[config.mk]
export PLATFORM = sky130hd
export DESIGN_NAME = sync_fifo_flags
export DESIGN_NICKNAME = d
export VERILOG_FILES = /design/src/rtl/fifo_pkg.sv /design/src/rtl/fifo_ram.sv /design/src/rtl/sync_fifo_flags.sv
export SDC_FILE = /design/constraint.sdc
export NUM_CORES = 1
export LEC_CHECK = 0
export ABC_AREA = 1
export BUFFER_PORTS_ARGS = -buffer_cell sky130_fd_sc_hd__buf_2
export CAP_MARGIN = 10
export CORE_MARGIN = 3
export CORE_UTILIZATION = 60
export CTS_CLUSTER_DIAMETER = 200
export DETAILED_ROUTE_END_ITERATION = 8
export GPL_TIMING_DRIVEN = 0
export PLACE_DENSITY = 0.79
export SLEW_MARGIN = 20
export SYNTH_ARGS = -nofsm -noshare
export SYNTH_HDL_FRONTEND = slang
export SYNTH_SLANG_ARGS = --single-unit
[constraint.sdc]
create_clock -name clk -period 3.4 [get_ports clk]
set_input_delay 1.02 -clock clk [delete_from_list [all_inputs] [get_ports clk]]
set_output_delay 1.02 -clock clk [all_outputs]
set_load 0.02 [all_outputs]
[src/rtl/fifo_pkg.sv]
// Shared definitions for the flagged synchronous FIFO.
// Holds the read-mode type, default thresholds and pointer sizing helpers.
package fifo_pkg;

    typedef enum logic {
        RD_STD  = 1'b0,
        RD_FWFT = 1'b1
    } rd_mode_e;

    localparam int DEF_WIDTH     = 8;
    localparam int DEF_DEPTH     = 64;
    localparam int DEF_AF_MARGIN = 4;
    localparam int DEF_AE_LEVEL  = 4;

    // Address bits plus one wrap bit.
    function automatic int ptr_width(input int depth);
        return $clog2(depth) + 1;
    endfunction

    function automatic bit is_pow2(input int v);
        return (v > 0) && ((v & (v - 1)) == 0);
    endfunction

endpackage

[src/rtl/fifo_ram.sv]
// Simple dual-port storage: synchronous write, asynchronous read.
// Ports: clk, we, wr_addr, wr_data, rd_addr, rd_data. Contents are never reset.
module fifo_ram #(
    parameter int WIDTH = 8,
    parameter int DEPTH = 64,
    parameter int AW    = $clog2(DEPTH)
) (
    input  logic             clk,
    input  logic             we,
    input  logic [AW-1:0]    wr_addr,
    input  logic [WIDTH-1:0] wr_data,
    input  logic [AW-1:0]    rd_addr,
    output logic [WIDTH-1:0] rd_data
);

    logic [WIDTH-1:0] mem [DEPTH];

    always_ff @(posedge clk) begin
        if (we) begin
            mem[wr_addr] <= wr_data;
        end
    end

    assign rd_data = mem[rd_addr];

endmodule

[src/rtl/sync_fifo_flags.sv]
// Single-clock FIFO with occupancy count, almost-full/empty thresholds,
// overflow/underflow pulses and a standard or first-word-fall-through read port.
// Ports: clk, rst (sync, active-high); wr_en/wr_data write side;
// rd_en/rd_data/rd_valid read side; full, empty, almost_full, almost_empty,
// count status; overflow/underflow one-cycle error pulses.
module sync_fifo_flags
    import fifo_pkg::*;
#(
    parameter int WIDTH    = DEF_WIDTH,
    parameter int DEPTH    = DEF_DEPTH,
    parameter int AF_LEVEL = DEPTH - DEF_AF_MARGIN,
    parameter int AE_LEVEL = DEF_AE_LEVEL,
    parameter int FWFT     = 0
) (
    input  logic                     clk,
    input  logic                     rst,
    input  logic                     wr_en,
    input  logic [WIDTH-1:0]         wr_data,
    input  logic                     rd_en,
    output logic [WIDTH-1:0]         rd_data,
    output logic                     rd_valid,
    output logic                     full,
    output logic                     empty,
    output logic                     almost_full,
    output logic                     almost_empty,
    output logic [$clog2(DEPTH):0]   count,
    output logic                     overflow,
    output logic                     underflow
);

    localparam int PW = ptr_width(DEPTH);
    localparam int AW = PW - 1;

    localparam logic [PW-1:0] ONE   = PW'(1);
    localparam logic [PW-1:0] AF_L  = PW'(AF_LEVEL);
    localparam logic [PW-1:0] AE_L  = PW'(AE_LEVEL);
    localparam logic [PW-1:0] FULLC = PW'(DEPTH);

    localparam rd_mode_e MODE = (FWFT != 0) ? RD_FWFT : RD_STD;

    if (!is_pow2(DEPTH) || DEPTH < 4) begin : g_bad_depth
        $error("sync_fifo_flags: DEPTH must be a power of two >= 4");
    end
    if (AF_LEVEL < 1 || AF_LEVEL > DEPTH) begin : g_bad_af
        $error("sync_fifo_flags: AF_LEVEL out of range 1..DEPTH");
    end
    if (AE_LEVEL < 0 || AE_LEVEL >= DEPTH) begin : g_bad_ae
        $error("sync_fifo_flags: AE_LEVEL out of range 0..DEPTH-1");
    end

    logic [PW-1:0]    wr_ptr;
    logic [PW-1:0]    rd_ptr;
    logic [PW-1:0]    count_next;
    logic             wr_ok;
    logic             rd_ok;
    logic [WIDTH-1:0] ram_q;

    // Acceptance is judged on pre-edge state, so a full FIFO with both
    // requests drains one word and rejects the write, and vice versa.
    assign wr_ok = wr_en & ~full;
    assign rd_ok = rd_en & ~empty;

    always_comb begin
        count_next = count;
        unique case ({wr_ok, rd_ok})
            2'b10:   count_next = count + ONE;
            2'b01:   count_next = count - ONE;
            default: count_next = count;
        endcase
    end

    always_ff @(posedge clk) begin
        if (rst) begin
            wr_ptr       <= '0;
            rd_ptr       <= '0;
            count        <= '0;
            empty        <= 1'b1;
            full         <= 1'b0;
            almost_empty <= 1'b1;
            almost_full  <= (AF_LEVEL == 0);
            overflow     <= 1'b0;
            underflow    <= 1'b0;
        end else begin
            if (wr_ok) begin
                wr_ptr <= wr_ptr + ONE;
            end
            if (rd_ok) begin
                rd_ptr <= rd_ptr + ONE;
            end
            count        <= count_next;
            empty        <= (count_next == '0);
            full         <= (count_next == FULLC);
            almost_empty <= (count_next <= AE_L);
            almost_full  <= (count_next >= AF_L);
            overflow     <= wr_en & full;
            underflow    <= rd_en & empty;
        end
    end

    // The address is shared only when empty or full, where one side is
    // always rejected, so no read-during-write hazard exists.
    fifo_ram #(
        .WIDTH (WIDTH),
        .DEPTH (DEPTH),
        .AW    (AW)
    ) u_ram (
        .clk     (clk),
        .we      (wr_ok),
        .wr_addr (wr_ptr[AW-1:0]),
        .wr_data (wr_data),
        .rd_addr (rd_ptr[AW-1:0]),
        .rd_data (ram_q)
    );

    if (MODE == RD_FWFT) begin : g_fwft
        // Zero while empty so uninitialised storage never reaches the port.
        assign rd_data  = empty ? '0 : ram_q;
        assign rd_valid = ~empty;
    end else begin : g_std
        always_ff @(posedge clk) begin
            if (rst) begin
                rd_data  <= '0;
                rd_valid <= 1'b0;
            end else begin
                rd_valid <= rd_ok;
                if (rd_ok) begin
                    rd_data <= ram_q;
                end
            end
        end
    end

    // Pointer distance including the wrap bit must always equal count.
    property p_count_matches_ptrs;
        @(posedge clk) disable iff (rst)
            (wr_ptr - rd_ptr) == count;
    endproperty
    a_count_matches_ptrs: assert property (p_count_matches_ptrs);

endmodule

==> impl_summary.log <==
[metrics] full die area: 39100 µm²
[metrics] Post-synth top cells: 512 x sky130_fd_sc_hd__edfxtp_1, 414 x sky130_fd_sc_hd__nor2_1, 228 x sky130_fd_sc_hd__o21ai_0
[metrics] Pwr per Cell Area: roughly 600 nW/µm²
[metrics] detailed-route via count: between 15000 and 20000
[metrics] maximum single-stage delay on the critical path: 0.61 ns
[metrics] cell row count: 69
[metrics] count of placed standard cells including taps: 2326
[metrics] top cell type by total area after synthesis: sky130_fd_sc_hd__edfxtp_1
[metrics] cell type of the slowest stage on the worst timing path: sky130_fd_sc_hd__clkbuf_1
[metrics] final-stage net count: a little under 2000
[metrics] CP Data Required Time: 3.91 ns
[metrics] crit path capture type: flop
[metrics] synthesis-stage register bit count: 546
[metrics] largest buffer count on any clock path: 3
[metrics] Sinks on Clock Net: between 500 and 600
[metrics] Hold Worst Slack: ~0.50 ns
[metrics] H-Tree Depth: 2
[metrics] synthesis-to-layout area growth: 11.1%
[metrics] worst supply voltage drop on vdd: 0.494 mV
[metrics] horizontal die dimension: 198 µm
[metrics] HPWL reported at the end of detailed placement: 45.7 mm
[metrics] vias per std cell: ~6.6
[metrics] synthesized area divided by synthesized cell count: 12.0 µm²
[metrics] synth unique cells: 34
[metrics] static leakage: 0.00822 µW
[metrics] count of input and output buffers: 32
[metrics] Warnings, synthesis: 0
[metrics] most common cell in the netlist: sky130_fd_sc_hd__edfxtp_1
[metrics] number of global-route vias before repair: 15100
[metrics] crit path time final: 3.05 ns
[metrics] count of unresolved DRC violations after routing: 0
[metrics] Total Routing Usage GR: 0.356
[metrics] drt total wl: a little under 70 mm
[metrics] DRC marker count from the first detailed-route iteration: ~2400
[metrics] fraction of layout cells with a size suffix above 1: 0.0835
[metrics] Post-Syn Area: 22100 µm²
[metrics] CTS Root Cell: sky130_fd_sc_hd__clkbuf_16
[metrics] final non-filler cell total: 2425
[metrics] cells along the critical path: buf_2, inv_1, nor2_4, clkbuf_1, ha_1, nand2_1, nand3b_1, nand2_1, inv_1, nand2_1, nand2_1, nand3_1, nand2_1, nor2_1, nand3_1, nor2_1
[metrics] pin count of the biggest net entering global routing: 65
[metrics] actual transition at the worst max-transition pin: 1.21 ns
[metrics] most used flip-flop cell after synthesis: sky130_fd_sc_hd__edfxtp_1
[metrics] fraction of the yosys area taken by sequential cells: 0.727
[metrics] total congestion overflow after global routing: 0
[metrics] router iterations before antenna repair: 6
[metrics] antenna diode count: 0
[metrics] unrepaired setup endpoints after global routing: false
[metrics] num ports: 34
[metrics] critical path arrival: 3.56 ns
[metrics] maximum capacitance violations: 0
[metrics] highest fanout seen on the critical path: 10
[metrics] chip height: about 200 µm
[metrics] cell with the most instances on the worst path: sky130_fd_sc_hd__nand2_1
[metrics] initial core utilization: 0.615
[metrics] proportion of synthesized flip-flops having asynchronous set or reset: 0
[metrics] CTS clk-pin slew, worst paths: 0.06 ns
[metrics] total nets after synthesis: 1849
[metrics] routed len/inst: 28.7 µm
[metrics] Worst Skew: 0.0226 ns
[metrics] clock insertion delay at the later pin of the skew report: around 0.6 ns
[metrics] core area: 35900 µm²
[metrics] number of buffers created by CTS: 54
[metrics] number of hold violations in the final report: 0
[metrics] run status: complete, no violations
[metrics] top cells by area, synth: sky130_fd_sc_hd__edfxtp_1 70%, sky130_fd_sc_hd__nor2_1 7.0%, sky130_fd_sc_hd__o21ai_0 5.2%
[metrics] global-route wire length before repair: 99.1 mm
[metrics] top achievable clock speed: 0.328 GHz
[metrics] Slew HR: 0.192
[metrics] count of instances resized after the clock tree is built: 0
[metrics] hold crit path type: reg2reg
[metrics] number of antenna-violating nets in the routed design: 0
[metrics] setup violation total in the final timing report: 0
[metrics] CTS tree: built
[metrics] quantity of hold-fixing buffers added after cts: 0
[metrics] initial antenna violation count: 3
[metrics] EDFF count, synth: ~510
[metrics] buffers inserted during post-CTS setup optimization: 0
[metrics] filler cell count: 2565
[metrics] startpoint-to-endpoint class of the critical path: in2reg
[metrics] Post-Synthesis Cells: about 1800
[metrics] final-report max-slew violation count: 0
[metrics] GP Congestion: between 1 and 1.5
[metrics] final worst-path cycle share: 0.897
[metrics] startpoint type of the worst setup path: primary input
[metrics] share of the synthesized area in the top cell type: 0.697
## sequential cells by signal (all words and copies together) (netlist names), 6 cells and up
register,count
count,7
rd_ptr,6
wr_ptr,6
rd_data,8
u_ram.mem,512
## routing by layer
layer	part of all wire	GRT usage	up-vias
met5	0.00036	0	-
li1	-	-	6823
met2	0.46	0.552	1218
met1	0.36	0.479	7672
met3	0.13	0.0827	228
met4	0.059	0.182	4
## through the flow
step	worst slack (ns)	setup TNS, ns	power (µW)	instance area, µm²	utilization
finish	0.349	0	14800	24500	0.683
global route	0.0704	0	15100	24500	0.683
CTS	0.457	0	14700	24500	0.683
detailed placement	-0.165	-0.508	9070	22800	0.636
global placement	-0.174	-0.552	9040	22800	0.635
floorplan	0.635	0	8380	22100	-
## critical path: cells and delay by family
family | cells | cell delay, ns
adders and majority gates | 1 | 0.40
and+or+nand+nor | 11 | 1.32
buffers and inverters | 4 | 0.82
## cell families (layout without fill, tap and decap cells)
logic type	count (synthesis)	count (layout)	share of synthesized area
adder cells (fa/ha/maj)	4	4	0.00227
AO/OA/AOI/OAI	415	415	0.105
buffers and inverters	157	288	0.0337
AND/OR/NAND/NOR	709	709	0.131
flip-flops	546	546	0.727
XOR/XNOR	2	2	0.000794
## worst paths after layout
kind                           from                 endpoint  slack [ns]  depth (start not counted)
max                           rd_en          full$_SDFF_PP0_        0.35                         16
min                 full$_SDFF_PP0_      overflow$_SDFF_PP0_        0.50                          2
max reg2reg  rd_ptr[1]$_SDFFE_PP0P_  rd_data[5]$_SDFFE_PP0P_        0.43                         11
min reg2reg         full$_SDFF_PP0_      overflow$_SDFF_PP0_        0.50                          2
## report_power, final
group,total (µW),internal (µW),leakage (µW),switching [µW]
sequential,7450,7400,0.00488,42.5
combinational,1550,374,0.00252,1170
clock,5780,3260,0.000820,2520
## cell type report
type                       count  area, µm²  share of cell area
tap                          461        577              0.0235
clock inverter                26        216             0.00883
sequential                   546      16100               0.655
multi-input combinational   1130       5280               0.215
buffer                       112        576              0.0235
inverter                      45        169             0.00689
clock buffer                  73       1470              0.0601
timing repair buffer          32        180             0.00735
## cells in the final DEF, fill, tap and decap left out, types with 4 or more instances in the layout
cell	count
sky130_fd_sc_hd__o211ai_1	61
sky130_fd_sc_hd__a21oi_1	27
sky130_fd_sc_hd__inv_2	5
sky130_fd_sc_hd__nand4_1	17
sky130_fd_sc_hd__o21ai_0	228
sky130_fd_sc_hd__nor2_1	414
sky130_fd_sc_hd__ha_1	4
sky130_fd_sc_hd__clkinv_2	6
sky130_fd_sc_hd__buf_1	6
sky130_fd_sc_hd__nand3_1	101
sky130_fd_sc_hd__o22ai_1	59
sky130_fd_sc_hd__nand2_1	158
sky130_fd_sc_hd__buf_2	51
sky130_fd_sc_hd__clkbuf_1	76
sky130_fd_sc_hd__clkinv_1	11
sky130_fd_sc_hd__inv_1	39
sky130_fd_sc_hd__buf_4	14
sky130_fd_sc_hd__dfxtp_1	34
sky130_fd_sc_hd__o21ai_1	33
sky130_fd_sc_hd__clkbuf_16	55
sky130_fd_sc_hd__clkinv_4	4
sky130_fd_sc_hd__nor3_1	7
sky130_fd_sc_hd__edfxtp_1	512
sky130_fd_sc_hd__buf_6	11
Note: power is estimated with default switching activity, not from simulation.
